**config.mk**
```make
export PLATFORM = sky130hd
export DESIGN_NAME = i2cmb_multi_bus_monitor
export DESIGN_NICKNAME = d
export VERILOG_FILES = /design/src/rtl/i2cmb_multi_bus_monitor.sv
export SDC_FILE = /design/constraint.sdc
export NUM_CORES = 1
export LEC_CHECK = 0
export ABC_CLOCK_PERIOD_IN_PS = 2850
export BUFFER_PORTS_ARGS = -buffer_cell sky130_fd_sc_hd__buf_2
export CAP_MARGIN = 20
export CORE_MARGIN = 2
export CORE_UTILIZATION = 60
export CTS_CLUSTER_DIAMETER = 50
export DETAILED_ROUTE_END_ITERATION = 8
export PLACE_DENSITY = 0.89
export SETUP_SLACK_MARGIN = 0.1
export SYNTH_ARGS = -nofsm -noshare
export SYNTH_HDL_FRONTEND = slang
export SYNTH_SLANG_ARGS = --single-unit
export TNS_END_PERCENT = 20
```
**constraint.sdc**
```tcl
create_clock -name clk_i -period 2.85 [get_ports clk_i]
set_input_delay 0.285 -clock clk_i [delete_from_list [all_inputs] [get_ports clk_i]]
set_output_delay 0.285 -clock clk_i [all_outputs]
set_load 0.02 [all_outputs]
```
**src/rtl/i2cmb_multi_bus_monitor.sv**
```systemverilog
// i2cmb_multi_bus_monitor
// Per-bus I2C line monitor: input synchronisation, START/STOP detection,
// busy/free tracking with a programmable bus-free time, SCL-low timeout and
// arbitration-loss detection. Every bus has its own private logic.
module i2cmb_multi_bus_monitor #(
  parameter int NUM_BUSES   = 4,
  parameter int SYNC_STAGES = 2,
  parameter int CNT_W       = 16
) (
  input  logic                 clk_i,
  input  logic                 rst_i,
  input  logic [NUM_BUSES-1:0] scl_i,
  input  logic [NUM_BUSES-1:0] sda_i,
  input  logic [NUM_BUSES-1:0] sda_drv_low_i,
  input  logic [NUM_BUSES-1:0] master_act_i,
  input  logic [CNT_W-1:0]     free_cycles_i,
  input  logic [CNT_W-1:0]     timeout_cyc_i,
  input  logic [NUM_BUSES-1:0] clr_i,
  output logic [NUM_BUSES-1:0] start_o,
  output logic [NUM_BUSES-1:0] stop_o,
  output logic [NUM_BUSES-1:0] busy_o,
  output logic [NUM_BUSES-1:0] timeout_o,
  output logic [NUM_BUSES-1:0] arb_lost_o,
  output logic                 irq_o
);

  localparam logic [1:0] ST_IDLE = 2'd0;
  localparam logic [1:0] ST_BUSY = 2'd1;
  localparam logic [1:0] ST_TBUF = 2'd2;

  localparam logic [CNT_W-1:0] CNT_ONE = CNT_W'(1);
  localparam logic [CNT_W-1:0] CNT_MAX = '1;

  // Edge detection is held off until the synchroniser and history flops
  // contain real pad levels; otherwise the reset value (idle high) compared
  // against a low pad would fake a START or STOP right after reset release.
  localparam int              WARM_W    = $clog2(SYNC_STAGES + 2);
  localparam logic [WARM_W-1:0] WARM_DONE = WARM_W'(SYNC_STAGES + 1);

  logic [WARM_W-1:0] warm_q;
  logic              armed;
  logic              irq_q;

  assign armed = (warm_q == WARM_DONE);
  assign irq_o = irq_q;

  // Count cycles since reset release until the line history is trustworthy
  always_ff @(posedge clk_i or negedge rst_i) begin
    if (!rst_i) begin
      warm_q <= '0;
    end else if (!armed) begin
      warm_q <= warm_q + WARM_W'(1);
    end
  end

  // Interrupt: any sticky flag or a STOP pulse, delayed by one register
  always_ff @(posedge clk_i or negedge rst_i) begin
    if (!rst_i) begin
      irq_q <= 1'b0;
    end else begin
      irq_q <= |(timeout_o | arb_lost_o | stop_o);
    end
  end

  for (genvar gi = 0; gi < NUM_BUSES; gi++) begin : g_bus
    logic [SYNC_STAGES-1:0] scl_sync_q;
    logic [SYNC_STAGES-1:0] sda_sync_q;
    logic                   scl_hist_q;
    logic                   sda_hist_q;
    logic                   scl_s;
    logic                   sda_s;
    logic                   start_ev;
    logic                   stop_ev;
    logic                   rise_ev;
    logic                   to_set;
    logic                   arb_set;
    logic [1:0]             state_q;
    logic [1:0]             state_d;
    logic [CNT_W-1:0]       free_cnt_q;
    logic [CNT_W-1:0]       free_cnt_d;
    logic [CNT_W-1:0]       scl_cnt_q;
    logic [CNT_W-1:0]       scl_cnt_d;
    logic                   start_q;
    logic                   stop_q;
    logic                   timeout_q;
    logic                   arb_q;

    assign scl_s = scl_sync_q[SYNC_STAGES-1];
    assign sda_s = sda_sync_q[SYNC_STAGES-1];

    // START/STOP need SCL stable high across the sampled pair, so a cycle in
    // which SCL and SDA both move is treated as an ordinary data transition.
    assign start_ev = armed & scl_s & scl_hist_q & ~sda_s & sda_hist_q;
    assign stop_ev  = armed & scl_s & scl_hist_q & sda_s & ~sda_hist_q;
    assign rise_ev  = armed & scl_s & ~scl_hist_q;
    assign arb_set  = rise_ev & master_act_i[gi] & ~sda_drv_low_i[gi] & ~sda_s;

    // scl_cnt holds the number of earlier consecutive low cycles, so hitting
    // timeout_cyc_i-1 while still low means this is the timeout_cyc_i-th one.
    assign to_set = (timeout_cyc_i != '0) & ~scl_s &
                    (scl_cnt_q == (timeout_cyc_i - CNT_ONE));

    assign scl_cnt_d = scl_s ? '0 :
                       ((scl_cnt_q == CNT_MAX) ? CNT_MAX : scl_cnt_q + CNT_ONE);

    // Bus-state transitions; busy_o drops free_cycles_i+1 cycles after stop_o
    always_comb begin
      state_d    = state_q;
      free_cnt_d = free_cnt_q;
      if (start_ev) begin
        state_d    = ST_BUSY;
        free_cnt_d = '0;
      end else if (stop_ev && (state_q != ST_IDLE)) begin
        state_d    = ST_TBUF;
        free_cnt_d = '0;
      end else if (state_q == ST_TBUF) begin
        if (free_cnt_q == free_cycles_i) begin
          state_d    = ST_IDLE;
          free_cnt_d = '0;
        end else if (scl_s && sda_s) begin
          if (free_cnt_q != CNT_MAX) begin
            free_cnt_d = free_cnt_q + CNT_ONE;
          end
        end else begin
          free_cnt_d = '0;
        end
      end
    end

    // Synchronisers and one history flop per line; reset to idle-high
    always_ff @(posedge clk_i or negedge rst_i) begin
      if (!rst_i) begin
        scl_sync_q <= '1;
        sda_sync_q <= '1;
        scl_hist_q <= 1'b1;
        sda_hist_q <= 1'b1;
      end else begin
        scl_sync_q <= {scl_sync_q[SYNC_STAGES-2:0], scl_i[gi]};
        sda_sync_q <= {sda_sync_q[SYNC_STAGES-2:0], sda_i[gi]};
        scl_hist_q <= scl_s;
        sda_hist_q <= sda_s;
      end
    end

    // State, counters, event pulses and sticky flags (set beats clear)
    always_ff @(posedge clk_i or negedge rst_i) begin
      if (!rst_i) begin
        state_q    <= ST_IDLE;
        free_cnt_q <= '0;
        scl_cnt_q  <= '0;
        start_q    <= 1'b0;
        stop_q     <= 1'b0;
        timeout_q  <= 1'b0;
        arb_q      <= 1'b0;
      end else begin
        state_q    <= state_d;
        free_cnt_q <= free_cnt_d;
        scl_cnt_q  <= scl_cnt_d;
        start_q    <= start_ev;
        stop_q     <= stop_ev;
        timeout_q  <= to_set  | (timeout_q & ~clr_i[gi]);
        arb_q      <= arb_set | (arb_q & ~clr_i[gi]);
      end
    end

    assign start_o[gi]    = start_q;
    assign stop_o[gi]     = stop_q;
    assign busy_o[gi]     = (state_q != ST_IDLE);
    assign timeout_o[gi]  = timeout_q;
    assign arb_lost_o[gi] = arb_q;
  end

endmodule
```
* After elaboration in Yosys (flattened, before gate mapping)
Cells that the tools add are included.
** Word-level totals
- Register bits :: 179
- Input port bits :: 54
- Output and inout port bits :: 21
- Logic and storage cells :: 249
** Cells by class
- Add/subtract/negate cells :: 10
- Equal/unequal tests :: 25
- Multiplexer cells :: 48
- Bitwise operators :: 90
- Reductions and logical operators :: 30
** Operator list (count)
- $mux 16 :: 32
- $add 16x1->16 const B :: 8
- $eq 16x16->1 :: 8
- $eq 16x16->1 const B :: 4
- $ne 16x16->1 const B :: 4
- $and 1x1->1 :: 56
- $mux 2 :: 16
- $not 1->1 :: 24
- $reduce_bool 3->1 :: 8
- $ne 5x4->1 const B :: 4
- $reduce_and 2->1 :: 8
- $reduce_bool 16->1 :: 1
- $sub 16x1->16 const B :: 1
- $eq 2x2->1 const B :: 5
- $logic_and 1x1->1 :: 8
- $or 1x1->1 :: 8
- $or 4x4->4 :: 2
- $reduce_bool 2->1 :: 4
- $reduce_or 4->1 :: 1
- $add 2x1->2 const B :: 1

* Depth between registers and ports, before layout
- Depth in word-level cells :: 8
- Mapped depth :: 11
- Gate-level depth less buffers :: 8

* Least setup slack after synthesis
Ideal clock, no wire load.
- Kind :: input port to flip-flop
- Start point :: in timeout_cyc_i[0]
- End point :: reg g_bus[1].timeout_q
- Library setup time :: 0.095 ns
- Arrival time :: 2.794 ns
- Data required time :: 2.755 ns
- Setup slack :: -0.039 ns
- Stages on the path :: 10
- Path buffers :: 2
- Cells stage by stage :: clkbuf_1 inv_1 ha_1 or3b_1 clkbuf_1 nor4_4 xor2_1 a211o_1 or4_1 o31ai_1
** On the way
- Cells in the longest elaborated chain, start to end :: 4
- Elaborated cells on any way between the ends :: 6
- Those cells by class :: add/sub: 1; eq/ne: 1; bitwise: 3; reduce/logical: 1
** Ends and longest elaborated chain
- from (decl) :: RTL line 17 : input logic [CNT_W-1:0] timeout_cyc_i,
- $sub 16x1->16 / $reduce_bool 16->1 (equally long branches) :: RTL line 101, 100
- $eq 16x16->1 / $and 1x1->1 (equally long branches) :: RTL line 101, 100
- $and 1x1->1 * :: RTL line 100 : assign to_set = (timeout_cyc_i != '0) & ~scl_s &
- $or 1x1->1 * :: RTL line 161 : timeout_q <= to_set | (timeout_q & ~clr_i[gi]);
- to (signal assigned) :: RTL line 161
- to (decl) :: RTL line 85 : logic timeout_q;
Mark *: on every way between the ends. The rest lies on a longest branch, timed or not.
A chain may end at the register's enable or synchronous reset.

* Worst setup path after layout
- Start point :: reg warm_q[0]
- End point :: reg g_bus[1].free_cnt_q[14]
** On the way
- Cells in the longest elaborated chain, start to end :: 8
- Elaborated cells on any way between the ends :: 13
- Those cells by class :: eq/ne: 2; mux: 2; bitwise: 6; reduce/logical: 3
** Ends and longest elaborated chain
- from (decl) :: RTL line 40 : logic [WARM_W-1:0] warm_q;
- from (signal assigned) :: RTL line 52 : warm_q <= warm_q + WARM_W'(1);
- $eq 2x2->1 * :: RTL line 44 : assign armed = (warm_q == WARM_DONE);
- $and 1x1->1 * (4 in a row) :: RTL line 94 : assign stop_ev = armed & scl_s & scl_hist_q & sda_s & ~sda_hist_q;
- named net g_bus[1].stop_ev :: RTL line 73 : logic stop_ev;
- $logic_and 1x1->1 * :: RTL line 113 : end else if (stop_ev && (state_q != ST_IDLE)) begin
- $ne 5x4->1 (no line), or another cell as far along
- $reduce_and 2->1 (no line) / $mux 16 (equally long branches)
- to (signal assigned) :: RTL line 157 : free_cnt_q <= free_cnt_d;
- to (decl) :: RTL line 79 : logic [CNT_W-1:0] free_cnt_q;
The timed path passes the listed nets; every way through them passes the cells marked *.

==> results.py <==
metrics = {
    "status": {
        "status": "complete, no violations",
    },
    "global_route": {
        "grt_overflow_total": 0,
        "grt_pass1_wl_um": 48000,
        "grt_antenna_before_repair": 1,
        "grt_max_degree": 66,
        "gr-usage-all-layers_pct": 30.6,
        "grt_pass1_vias": 9422,
    },
    "power_and_ir_drop": {
        "vdd_ir_drop_max_mv": 0.477,
        "powerDensity_nw_per_um2": 503,
        "power_leakage_nw": 5.10,
    },
    "clock_tree": {
        "cts-root-buf": "clkbuf_16",
        "cts_max_level": 4,
        "tritoncts": "done",
        "clock_latency_ns": 0.44,
        "cts_inserted_buffers": 17,
        "clkSinkCount": 179,
        "path_clk_slew_ns": 0.07,
        "clockBufferDepth": 2,
        "cts_setup_buffers": 0,
    },
    "detailed_routing": {
        "vias_per_cell": 6.51,
        "drtIter0Drc": 1074,
        "drt_pass1_iterations": 6,
        "drt-total-wl_um": 29600,
        "ant_nets": 0,
        "drc": 0,
        "vias": 9824,
        "wl_per_cell_um": 19.6,
    },
    "placed_design": {
        "dpl.cell_count": 1468,
        "globalplace.congestion": 0.965,
        "dp_hpwl_um": 20400,
        "placed_area_um2": 11600,
        "portBuffers": 74,
    },
    "yosys": {
        "post-synth-top-area-cell": "dfrtp_1",
        "syn_inst": 1212,
        "ys.flop_type": "dfrtp_1",
        "synth_top_cell_area_share_pct": 35.2,
        "synth-async-reset-ratio_pct": 100,
        "synthTopCellsByArea": "dfrtp_1 (35%), xnor2_1 (11%), dfstp_2 (5.7%), xor2_1 (3.9%), a21oi_1 (3.8%)",
        "yosysSeqAreaShare_pct": 40.9,
        "yosysWarnings": 0,
        "yosysUniqueCellTypes": 74,
        "synth_edf_count": 0,
        "synth_area_um2": 11000,
        "syn_nets": 1277,
        "postSynthAreaPerCell_um2": 9.10,
        "ys_ff_latch": 179,
    },
    "sta": {
        "fin_tns_setup_ns": 0,
        "slew_violations": 0,
        "report.final.hold_viol_count": 0,
        "worst_pin_slew_ns": 0.922,
        "max_freq_mhz": 383,
        "finalSetupViolCount": 0,
        "finClkSkew_ns": 0.0108,
        "rsz0062_at_grt": "no",
        "fin_crit_sh_pct": 91.6,
        "min_period_ns": 2.61,
        "relSlewSlack_pct": 38.0,
    },
    "worst_hold_path": {
        "hp-class": "input pin to flip-flop",
    },
    "finish": {
        "fin_cells": 1510,
        "area_growth_syn_to_layout_pct": 11.6,
        "drive_above_1_share_pct": 15.3,
        "n_fill_cell": 1371,
        "nets": 1332,
        "fin_area_um2": 12300,
    },
    "setup_path": {
        "startpoint_type": "flip-flop",
        "r2r_slack_ns": 0.24,
        "critPathCaptureType": "flip-flop",
        "critPathArrivalTime_ns": 2.98,
        "crit_path_max_incr_delay_ns": 0.54,
        "cp_common_cell": "or3_1",
        "crit_family": "simple AND/OR/NAND/NOR gates",
        "cp_slowest_cell": "or3_1",
        "critical_path_class": "flip-flop to flip-flop",
        "crit_fanout": 11,
        "worst-path-buf-inv": 1,
        "timing.critical_path.cells": "ha_2 > nand2_1 > or3_1 > inv_2 > a211oi_1 > or3_1 > or4_1 > nand3_1",
        "crit_required_ns": 3.22,
    },
    "floorplan": {
        "rows": 49,
        "ioPinCount": 75,
        "die_y_um": 140,
        "design.die.area_um2": 19500,
        "placeableCoreArea_um2": 18000,
        "die_x_um": 140,
        "initial_core_util_pct": 61.2,
    },
    "run": {
        "maxCapViolCount": 0,
    },
}
==> per-stage QoR <==
stage               power (mW)  hold WS, ns  setup WS (ns)  util, %
floorplan                 3.47      -0.0106         0.0526        -
global placement          3.75        0.325          0.179     64.4
detailed placement        3.78        0.327         0.0993     64.4
CTS                       6.19       0.0425          0.121     68.2
global route              6.42       0.0571          0.127     68.3
finish                    6.19       0.0577          0.240     68.3
==> cells by family after synthesis <==
group,share of synthesized area (%)
AO/OA/AOI/OAI,11.8
buffers and inverters,5.19
multiplexers,1.01
flip-flops,40.9
AND/OR/NAND/NOR,23.7
adder cells (fa/ha/maj),1.25
XOR/XNOR,16.2
==> area by class of cell <==
type | instances | area, um^2 | share of cell area, %
antenna | 1 | 2.50 | 0.0203
inverter | 44 | 165 | 1.34
timing repair buffer | 124 | 787 | 6.39
multi-input combinational | 901 | 5970 | 48.5
clock inverter | 15 | 171 | 1.39
sequential | 179 | 4510 | 36.6
clock buffer | 17 | 425 | 3.45
tap | 229 | 287 | 2.33
==> where the power goes <==
group / switching, mW / internal [mW]
combinational: 0.565 / 0.384
clock: 1.09 / 1.32
sequential: 0.164 / 2.67
total: 1.81 / 4.38
==> routing by layer <==
metal	wire [um]	GRT usage [%]
met2	13500	47.3
met5	0	0
met1	12100	42.7
met3	2810	5.68
met4	1210	12.8
==> placed cells by master, fill, tap and decap left out, drive strengths merged, types with 12 or more instances in the layout <==
cell type | synthesis | final
and4 | 12 | 12
nor3 | 30 | 30
or4 | 17 | 17
nand2 | 91 | 91
xor2 | 49 | 49
and3 | 19 | 19
xnor2 | 134 | 134
nand4 | 50 | 50
nor2b | 12 | 12
inv | 44 | 52
nand3 | 67 | 67
buf | 21 | 115
o21ai | 36 | 36
or3 | 23 | 23
a21oi | 84 | 84
dfrtp | 155 | 155
nor2 | 90 | 90
clkbuf | 67 | 17
nor4 | 22 | 22
dfstp | 24 | 24
==> Yosys cell counts, drive strengths merged, types with 11 or more instances <==
master    n
xor2     49
dfstp    24
a21oi    84
nand2    91
and4     12
xnor2   134
o21ai    36
clkbuf   67
nor2     90
dfrtp   155
nor4     22
ha       11
nor3b    11
or4      17
nand4    50
nor3     30
or3      23
nor2b    12
nand3    67
inv      44
buf      21
and3     19
==> state kept, by name, summed over array words and instances, names as in the netlist, 8 cells and up <==
register	cells
g_bus.scl_cnt_q	64
g_bus.free_cnt_q	64
g_bus.sda_sync_q	8
g_bus.state_q	8
g_bus.scl_sync_q	8
==> path summary, 6_finish.rpt <==
| check | from | end | depth (start not counted) |
|---|---|---|---|
| min in group asynchronous | rst_i | g_bus[1].scl_cnt_q[15]$_DFF_PN0_ | 2 |
| max in group asynchronous | rst_i | g_bus[1].scl_hist_q$_DFF_PN1_ | 3 |
| min reg2reg | g_bus[2].sda_sync_q[0]$_DFF_PN1_ | g_bus[2].sda_sync_q[1]$_DFF_PN1_ | 0 |
| max | warm_q[0]$_DFFE_PN0P_ | g_bus[1].free_cnt_q[14]$_DFFE_PN0P_ | 8 |
| min | clr_i[1] | g_bus[1].arb_q$_DFF_PN0_ | 2 |
| max reg2reg | warm_q[0]$_DFFE_PN0P_ | g_bus[1].free_cnt_q[14]$_DFFE_PN0P_ | 8 |
==> repair_timing <==
item	in CTS	in global routing
endpoints found under the hold margin	68	0
hold buffers	9	0
setup endpoints to repair	0	20
gates resized for setup	0	3
Power figures use the tool's default switching activity.
